$ cat src/rtl/ps2_pkg.sv
// ps2_pkg: scan codes and FSM state encodings shared by the PS/2 receiver and colour decoder.
package ps2_pkg;
   localparam logic [7:0] KEY_R    = 8'h2D;
   localparam logic [7:0] KEY_G    = 8'h34;
   localparam logic [7:0] KEY_B    = 8'h32;
   localparam logic [7:0] KEY_O    = 8'h44;
   localparam logic [7:0] SC_BREAK = 8'hF0;
   localparam logic [7:0] SC_EXT   = 8'hE0;
   typedef enum logic [1:0] {F_IDLE, F_DATA, F_PARITY, F_STOP} frame_state_t;
   typedef enum logic [1:0] {D_IDLE, D_BRK, D_EXT, D_EXTBRK} dec_state_t;
endpackage

$ cat src/rtl/ps2_frame_rx.sv
// ps2_frame_rx: synchronises the raw PS/2 pins and assembles 11-bit device-to-host frames
// into bytes, flagging parity/stop errors and abandoning stalled frames.
module ps2_frame_rx #(
   parameter int TIMEOUT_CYCLES = 100000
) (
   input  logic       clk,
   input  logic       reset,
   input  logic       ps2_clk,
   input  logic       ps2_data,
   output logic [7:0] rx_byte,
   output logic       rx_valid,
   output logic       frame_err
);
   import ps2_pkg::*;
   localparam int TW = $clog2(TIMEOUT_CYCLES);
   // [1:0] is the synchroniser, [2] the previous synced value for edge detection
   logic [2:0] clk_sync;
   logic [1:0] dat_sync;
   frame_state_t state, state_nx;
   logic [7:0] shift;
   logic [2:0] bitcnt;
   logic parity;
   logic [TW-1:0] tcnt;
   logic fall, din, timeout, good;
   assign fall    = clk_sync[2] & ~clk_sync[1];
   assign din     = dat_sync[1];
   assign timeout = tcnt == TW'(TIMEOUT_CYCLES - 1);
   assign good    = din & (^shift ^ parity);
   always_ff @(posedge clk or posedge reset)
      if (reset) state <= F_IDLE;
      else state <= state_nx;
   always_comb begin
      state_nx = state;
      if (fall)
         case (state)
            F_IDLE:   state_nx = din ? F_IDLE : F_DATA;
            F_DATA:   state_nx = bitcnt == 3'd7 ? F_PARITY : F_DATA;
            F_PARITY: state_nx = F_STOP;
            F_STOP:   state_nx = F_IDLE;
         endcase
      else if (state != F_IDLE && timeout)
         state_nx = F_IDLE;
   end
   always_ff @(posedge clk or posedge reset)
      if (reset) begin
         clk_sync  <= 3'b111;
         dat_sync  <= 2'b11;
         shift     <= '0;
         bitcnt    <= '0;
         parity    <= 1'b0;
         tcnt      <= '0;
         rx_byte   <= '0;
         rx_valid  <= 1'b0;
         frame_err <= 1'b0;
      end else begin
         clk_sync  <= {clk_sync[1:0], ps2_clk};
         dat_sync  <= {dat_sync[0], ps2_data};
         rx_valid  <= 1'b0;
         frame_err <= 1'b0;
         tcnt      <= (fall || state == F_IDLE || timeout) ? '0 : tcnt + TW'(1);
         if (fall)
            case (state)
               F_IDLE: bitcnt <= '0;
               F_DATA: begin
                  shift  <= {din, shift[7:1]};
                  bitcnt <= bitcnt + 3'd1;
               end
               F_PARITY: parity <= din;
               F_STOP: begin
                  rx_valid  <= good;
                  frame_err <= ~good;
                  if (good) rx_byte <= shift;
               end
            endcase
      end
endmodule

$ cat src/rtl/ps2_color_ctrl.sv
// ps2_color_ctrl: decodes PS/2 make/break sequences into the Radd/Gadd/Badd colour selects.
module ps2_color_ctrl #(
   parameter int         TIMEOUT_CYCLES = 100000,
   parameter logic [7:0] KEY_R          = 8'h2D,
   parameter logic [7:0] KEY_G          = 8'h34,
   parameter logic [7:0] KEY_B          = 8'h32,
   parameter logic [7:0] KEY_O          = 8'h44
) (
   input  logic       clk,
   input  logic       reset,
   input  logic       ps2_clk,
   input  logic       ps2_data,
   output logic       Radd,
   output logic       Gadd,
   output logic       Badd,
   output logic [7:0] rx_byte,
   output logic       rx_valid,
   output logic       frame_err
);
   import ps2_pkg::*;
   dec_state_t dstate, dstate_nx;
   logic [2:0] rgb, rgb_nx;
   logic o_held, o_held_nx, make;
   ps2_frame_rx #(.TIMEOUT_CYCLES(TIMEOUT_CYCLES)) u_rx (
      .clk(clk), .reset(reset), .ps2_clk(ps2_clk), .ps2_data(ps2_data),
      .rx_byte(rx_byte), .rx_valid(rx_valid), .frame_err(frame_err)
   );
   assign {Radd, Gadd, Badd} = rgb;
   always_ff @(posedge clk or posedge reset)
      if (reset) begin
         dstate <= D_IDLE;
         rgb    <= '0;
         o_held <= 1'b0;
      end else begin
         dstate <= dstate_nx;
         rgb    <= rgb_nx;
         o_held <= o_held_nx;
      end
   always_comb begin
      dstate_nx = dstate;
      if (rx_valid)
         case (dstate)
            D_IDLE:  dstate_nx = rx_byte == SC_BREAK ? D_BRK : rx_byte == SC_EXT ? D_EXT : D_IDLE;
            D_EXT:   dstate_nx = rx_byte == SC_BREAK ? D_EXTBRK : D_IDLE;
            default: dstate_nx = D_IDLE;
         endcase
      make = rx_valid && dstate == D_IDLE && rx_byte != SC_BREAK && rx_byte != SC_EXT;
      // a held O key repeats its make code; only the first one toggles white
      rgb_nx = !make                       ? rgb :
               rx_byte == KEY_R            ? 3'b100 :
               rx_byte == KEY_G            ? 3'b010 :
               rx_byte == KEY_B            ? 3'b001 :
               rx_byte == KEY_O && !o_held ? (rgb == 3'b111 ? 3'b000 : 3'b111) : rgb;
      o_held_nx = make && rx_byte == KEY_O                           ? 1'b1 :
                  rx_valid && dstate == D_BRK && rx_byte == KEY_O    ? 1'b0 : o_held;
   end
endmodule

$ cat config.mk
export PLATFORM = sky130hd
export DESIGN_NAME = ps2_color_ctrl
export DESIGN_NICKNAME = d
export VERILOG_FILES = /design/src/rtl/ps2_pkg.sv /design/src/rtl/ps2_frame_rx.sv /design/src/rtl/ps2_color_ctrl.sv
export SDC_FILE = /design/constraint.sdc
export NUM_CORES = 1
export LEC_CHECK = 0
export ABC_AREA = 1
export CORE_UTILIZATION = 45
export CTS_CLUSTER_SIZE = 16
export DETAILED_ROUTE_END_ITERATION = 10
export PLACE_DENSITY = 0.73
export SLEW_MARGIN = 40
export SYNTH_ARGS = -nofsm -noshare
export SYNTH_HDL_FRONTEND = slang
export SYNTH_HIERARCHICAL = 1
export SYNTH_SLANG_ARGS = --single-unit
$ cat constraint.sdc
create_clock -name clk -period 2.2 [get_ports clk]
set_input_delay 0.22 -clock clk [delete_from_list [all_inputs] [get_ports clk]]
set_output_delay 0.22 -clock clk [all_outputs]
set_load 0.01 [all_outputs]
== Word-level counts from Yosys, hierarchy flattened ==
Index checks and enable logic that the tools add are counted.
W data, S select, Z words.

* Add/sub/neg operators: 2
* Eq/ne operators: 16
* Multiplexer cells: 22
* Bitwise gates (word level): 5
* Reductions and logical operators: 24

{| class="wikitable"
|+ Operators with widths
! cell !! count
|-
| $eq A8 B6 Y1 const B || 3
|-
| $add A17 B1 Y17 const B || 1
|-
| $eq A17 B17 Y1 const B || 1
|-
| $mux W17 || 1
|-
| $eq A8 B8 Y1 const B || 2
|-
| $ne A8 B8 Y1 const B || 2
|-
| $mux W3 || 5
|-
| $mux W2 || 6
|-
| $eq A8 B7 Y1 const B || 1
|-
| $logic_and A1 B1 Y1 || 8
|-
| $pmux W2 S4 || 1
|-
| $reduce_and A2 Y1 || 4
|-
| $reduce_bool A2 Y1 || 4
|-
| $reduce_xor A8 Y1 || 1
|-
| $mux W1 || 7
|-
| $eq A2 B2 Y1 const B || 3
|-
| $eq A3 B3 Y1 const B || 2
|-
| $pmux W3 S2 || 1
|-
| $eq A2 B1 Y1 const B || 2
|-
| $logic_not A2 Y1 || 2
|-
| $pmux W2 S2 || 1
|-
| $reduce_bool A4 Y1 || 1
|-
| $add A3 B1 Y3 const B || 1
|-
| $reduce_and A3 Y1 || 1
|-
| other kinds (5) || 8
|}

* Register bits after elaboration: 52
* Input bits: 4
* Output and inout bits: 13
* Word-level logic and storage cells: 82

== Logic depth before layout (Yosys ltp) ==
* Depth in word-level cells: 6
* Depth in mapped cells: 12
* Gate-level depth less buffers: 12

== Cells and area by module ==
The synthesis kept the hierarchy.

{| class="wikitable"
|+ Modules (own cells, without submodules)
! module !! times used !! cells an instance !! area each (sq um)
|-
| ps2_frame_rx || 1 || 277 || 2,316.0
|-
| ps2_color_ctrl || 1 || 83 || 513.0
|}

== Worst setup path after synthesis ==
Ideal clock, no wire load.

* Path kind: register to register
* Start: register u_rx.clk_sync[2]
* End: register u_rx.rx_byte[7]
* Arrival time: 1,275 ps
* Required time: 2,083 ps
* Path slack: 808 ps
* Cell stages (with the launch flop): 8
* Cells stage by stage: dfstp_2 -> inv_1 -> nor2_1 -> inv_2 -> nor2_2 -> nand4_4 -> nand2_1 -> nand2_1

* Word-level cells in the longest chain between the ends: 2

{| class="wikitable"
|+ Ends and longest elaborated chain
! what !! line !! text
|-
| from (decl) || ps2_frame_rx.sv:17 || <nowiki>logic [2:0] clk_sync;</nowiki>
|-
| from (signal assigned) || ps2_frame_rx.sv:56 || <nowiki>clk_sync <= {clk_sync[1:0], ps2_clk};</nowiki>
|-
| $and A1 B1 Y1 || ps2_frame_rx.sv:25 || <nowiki>assign fall = clk_sync[2] & ~clk_sync[1];</nowiki>
|-
| $reduce_and A3 Y1 (no source line) || - ||
|-
| to (signal assigned) || ps2_frame_rx.sv:72 || <nowiki>if (good) rx_byte <= shift;</nowiki>
|-
| to (decl) || ps2_frame_rx.sv:10 || <nowiki>output logic [7:0] rx_byte,</nowiki>
|}

Every way passes these cells.
A chain may end at the register's enable or synchronous reset.

== Worst setup path in the final report ==
* Start: register u_rx.clk_sync[2]
* End: register u_rx.shift[2]

* Word-level cells in the longest chain between the ends: 2

{| class="wikitable"
|+ Ends and longest elaborated chain
! what !! line !! text
|-
| $and A1 B1 Y1 || ps2_frame_rx.sv:25 ||
|-
| $reduce_and A2 Y1 (no source line) || - ||
|-
| to (signal assigned) || ps2_frame_rx.sv:65 || <nowiki>shift <= {din, shift[7:1]};</nowiki>
|-
| to (decl) || ps2_frame_rx.sv:20 || <nowiki>logic [7:0] shift;</nowiki>
|}

Every way passes these cells.

==> flow_metrics.env <==
export IMPL_status="finished, final reports clean"
export IMPL_num_vias=2327
export IMPL_dieArea_mm2=0.006607
export IMPL_synth_top_area_frac=0.4157
export IMPL_slew_headroom=0.6831
export IMPL_critical_path_class="flop to flop"
export IMPL_post_synth_and_or_nand_nor_area_fraction=0.3759
export IMPL_ys_flop_type="dfrtp_1"
export IMPL_setup_viol=0
export IMPL_maxSlewViolCount=0
export IMPL_whs_ns=0.1712
export IMPL_ys_types=33
export IMPL_ioPinCount=17
export IMPL_period_share=0.7638
export IMPL_drv_cap=0
export IMPL_drive_gt1_frac=0.1671
export IMPL_ctsHoldBuffers=0
export IMPL_synth_async_reset_ratio=1.000
export IMPL_clk_path_buf_depth=2
export IMPL_grt_pass1_wl_um=9266
export IMPL_synth_compound_area_share=0.05219
export IMPL_synth_commonest_cells="101 x nand2_1, 47 x dfrtp_1, 44 x inv_1"
export IMPL_synth_top_cell_by_area="dfrtp_1"
export IMPL_max_slew_worst_pin_slew_ns=0.4749
export IMPL_fin_nets=389
export IMPL_clkTransAtPathRegs_ns=0.10
export IMPL_power_density_mw_per_mm2=805.8
export IMPL_setup_tns_ns=0
export IMPL_die_w_um=81.29
export IMPL_grt_usage=0.1789
export IMPL_synth_top_family_by_area="simple AND/OR/NAND/NOR gates"
export IMPL_postCtsSetupRepairBufs=0
export IMPL_fin_crit_ns=1.680
export IMPL_drt_pass1_iter_count=4
export IMPL_totalWireLength_um=5113
export IMPL_syn_area_mm2=0.002829
export IMPL_syn_avg_cell_area_um2=7.858
export IMPL_drc=0
export IMPL_hold_class="input port to async pin"
export IMPL_yosysMostFrequentCell="nand2_1"
export IMPL_rsz0062_at_grt="no"
export IMPL_cts_made_buffers=5
export IMPL_grt_pass1_vias=2243
export IMPL_critPathMaxFanout=13
export IMPL_cp_required_ns=2.42
export IMPL_synth_edf_count=0
export IMPL_peakVddDrop_v=0.0005511
export IMPL_grt_ovfl_total=0
export IMPL_num_antenna_cells=0
export IMPL_arrival_ns=1.90
export IMPL_finClkSkew_ns=0.01059
export IMPL_grt_max_degree=22
export IMPL_synth_area_leaders="dfrtp_1 42%, nand2_1 13%, inv_1 5.8%"
export IMPL_p_leak_uw=0.001478
export IMPL_cts_tree="yes"
export IMPL_die_h_um=81.29
export IMPL_crit_path_end_kind="flop"
export IMPL_syn_nets=367
export IMPL_yosysSeqAreaShare=0.4622
export IMPL_synth_xor_area_frac=0.01858
export IMPL_synth_cells=360
export IMPL_wl_per_cell_um=11.16
export IMPL_r2r_cells=9
export IMPL_cts_resized=0
export IMPL_synth_adder_area_share=0.01327
export IMPL_htree_levels=2
export IMPL_portBuffers=16
export IMPL_ys_ff_latch=52
export IMPL_hold_violations=0
export IMPL_antenna_found_initial=0
export IMPL_core_area_mm2=0.005991
export IMPL_insertion_delay_ns=0.30
export IMPL_post_dp_hpwl_um=3871
export IMPL_num_rows=28
export IMPL_cts_root_buffer="clkbuf_8"
export IMPL_synth_mux_area_frac=0
export IMPL_clock_sinks=52
export IMPL_via_per_inst=5.081
export IMPL_startpoint_type="flop"
export IMPL_first_iter_violations=118
export IMPL_yosysWarnings=6
export IMPL_ant_nets=0
export IMPL_gp_congestion=0.9383
export IMPL_areaGrowthSynthToFinish_pct=11.94
export IMPL_initial_core_util=0.4722
export IMPL_max_freq_ghz=0.5951
[cell usage in the layout (no fill, tap or decap), types with 7 or more instances in the layout]
cell type and count:
nand4_1 14, nor3_1 7, dfrtp_1 47, clkdlybuf4s50_1 16, nand3_1 12, inv_2 8, o21ai_0 13, inv_1 43
nand2_1 101, nand2_2 13, nor2_1 39, nor2_2 13
[per-stage QoR]
step / cells / setup WS [ns] / util / cell area [µm²] / power [µW]
finish: 458 / 0.5196 / 0.5286 / 3167 / 2552
global route: 458 / 0.3144 / 0.5286 / 3167 / 2754
CTS: 458 / 0.5145 / 0.5286 / 3167 / 2589
floorplan: 360 / 0.8076 / - / 2829 / 1873
global placement: 450 / 0.5910 / 0.5136 / 3077 / 2004
detailed placement: 450 / 0.5206 / 0.5136 / 3077 / 2039
[per-layer routing]
| metal | track usage | routed length (µm) | up-vias |
|---|---|---|---|
| met1 | 0.2258 | 2430 | 1086 |
| met2 | 0.3075 | 2459 | 51 |
| li1 | - | - | 1184 |
| met4 | 0.05357 | 44 | 0 |
| met3 | 0.03483 | 178 | 6 |
| met5 | 0 | 0 | - |
[cells by family after synthesis]
group           count (synthesis)
xor+xnor                        6
fa+ha+maj                       3
flops                          52
buf+inv                        55
compound gates                 26
simple gates                  218
[power breakdown]
part           switching, µW  leakage (µW)  internal [µW]
Clock                    310     0.0000445            226
Combinational            533      0.000739            289
Sequential               124      0.000695           1070
Total                    967       0.00148           1580
[path summary, 6_finish.rpt]
| check | start | to | slack [ns] |
|---|---|---|---|
| worst max-delay path | u_rx/clk_sync[2] | u_rx/shift[2] | 0.52 |
| worst min-delay path | reset | rgb[2] | 0.17 |
| worst max register to register | u_rx/clk_sync[2] | u_rx/shift[2] | 0.52 |
| worst min register to register | u_rx/clk_sync[0] | u_rx/clk_sync[1] | 0.36 |
| max in group asynchronous | reset | u_rx/dat_sync[1] | 1.31 |
| min in group clk | ps2_data | u_rx/dat_sync[0] | 0.32 |
[flip-flops by register name, summed over array words and instances, names as in the netlist, 2 cells and up]
signal / flops
dstate: 2
rgb: 3
u_rx/bitcnt: 3
u_rx/clk_sync: 3
u_rx/dat_sync: 2
u_rx/rx_byte: 8
u_rx/shift: 8
u_rx/state: 2
u_rx/tcnt: 17
[final cells by class]
type	count	area [µm²]
clock buffer	5	68.82
clock inverter	3	21.27
fill	558	2824
inverter	51	191.4
multi-input combinational	253	1301
sequential	52	1308
tap	75	93.84
timing repair buffer	19	182.7
[critical path, stage by stage, from the launching register on]
cell and delay, ns:
dfstp_2 0.52, inv_1 0.03, nor2_1 0.11, inv_2 0.08
nor2_1 0.12, inv_1 0.10, nor2_2 0.27, buf_4 0.23
nand2_1 0.06, o21ai_0 0.08
Power figures use the tool's default switching activity.
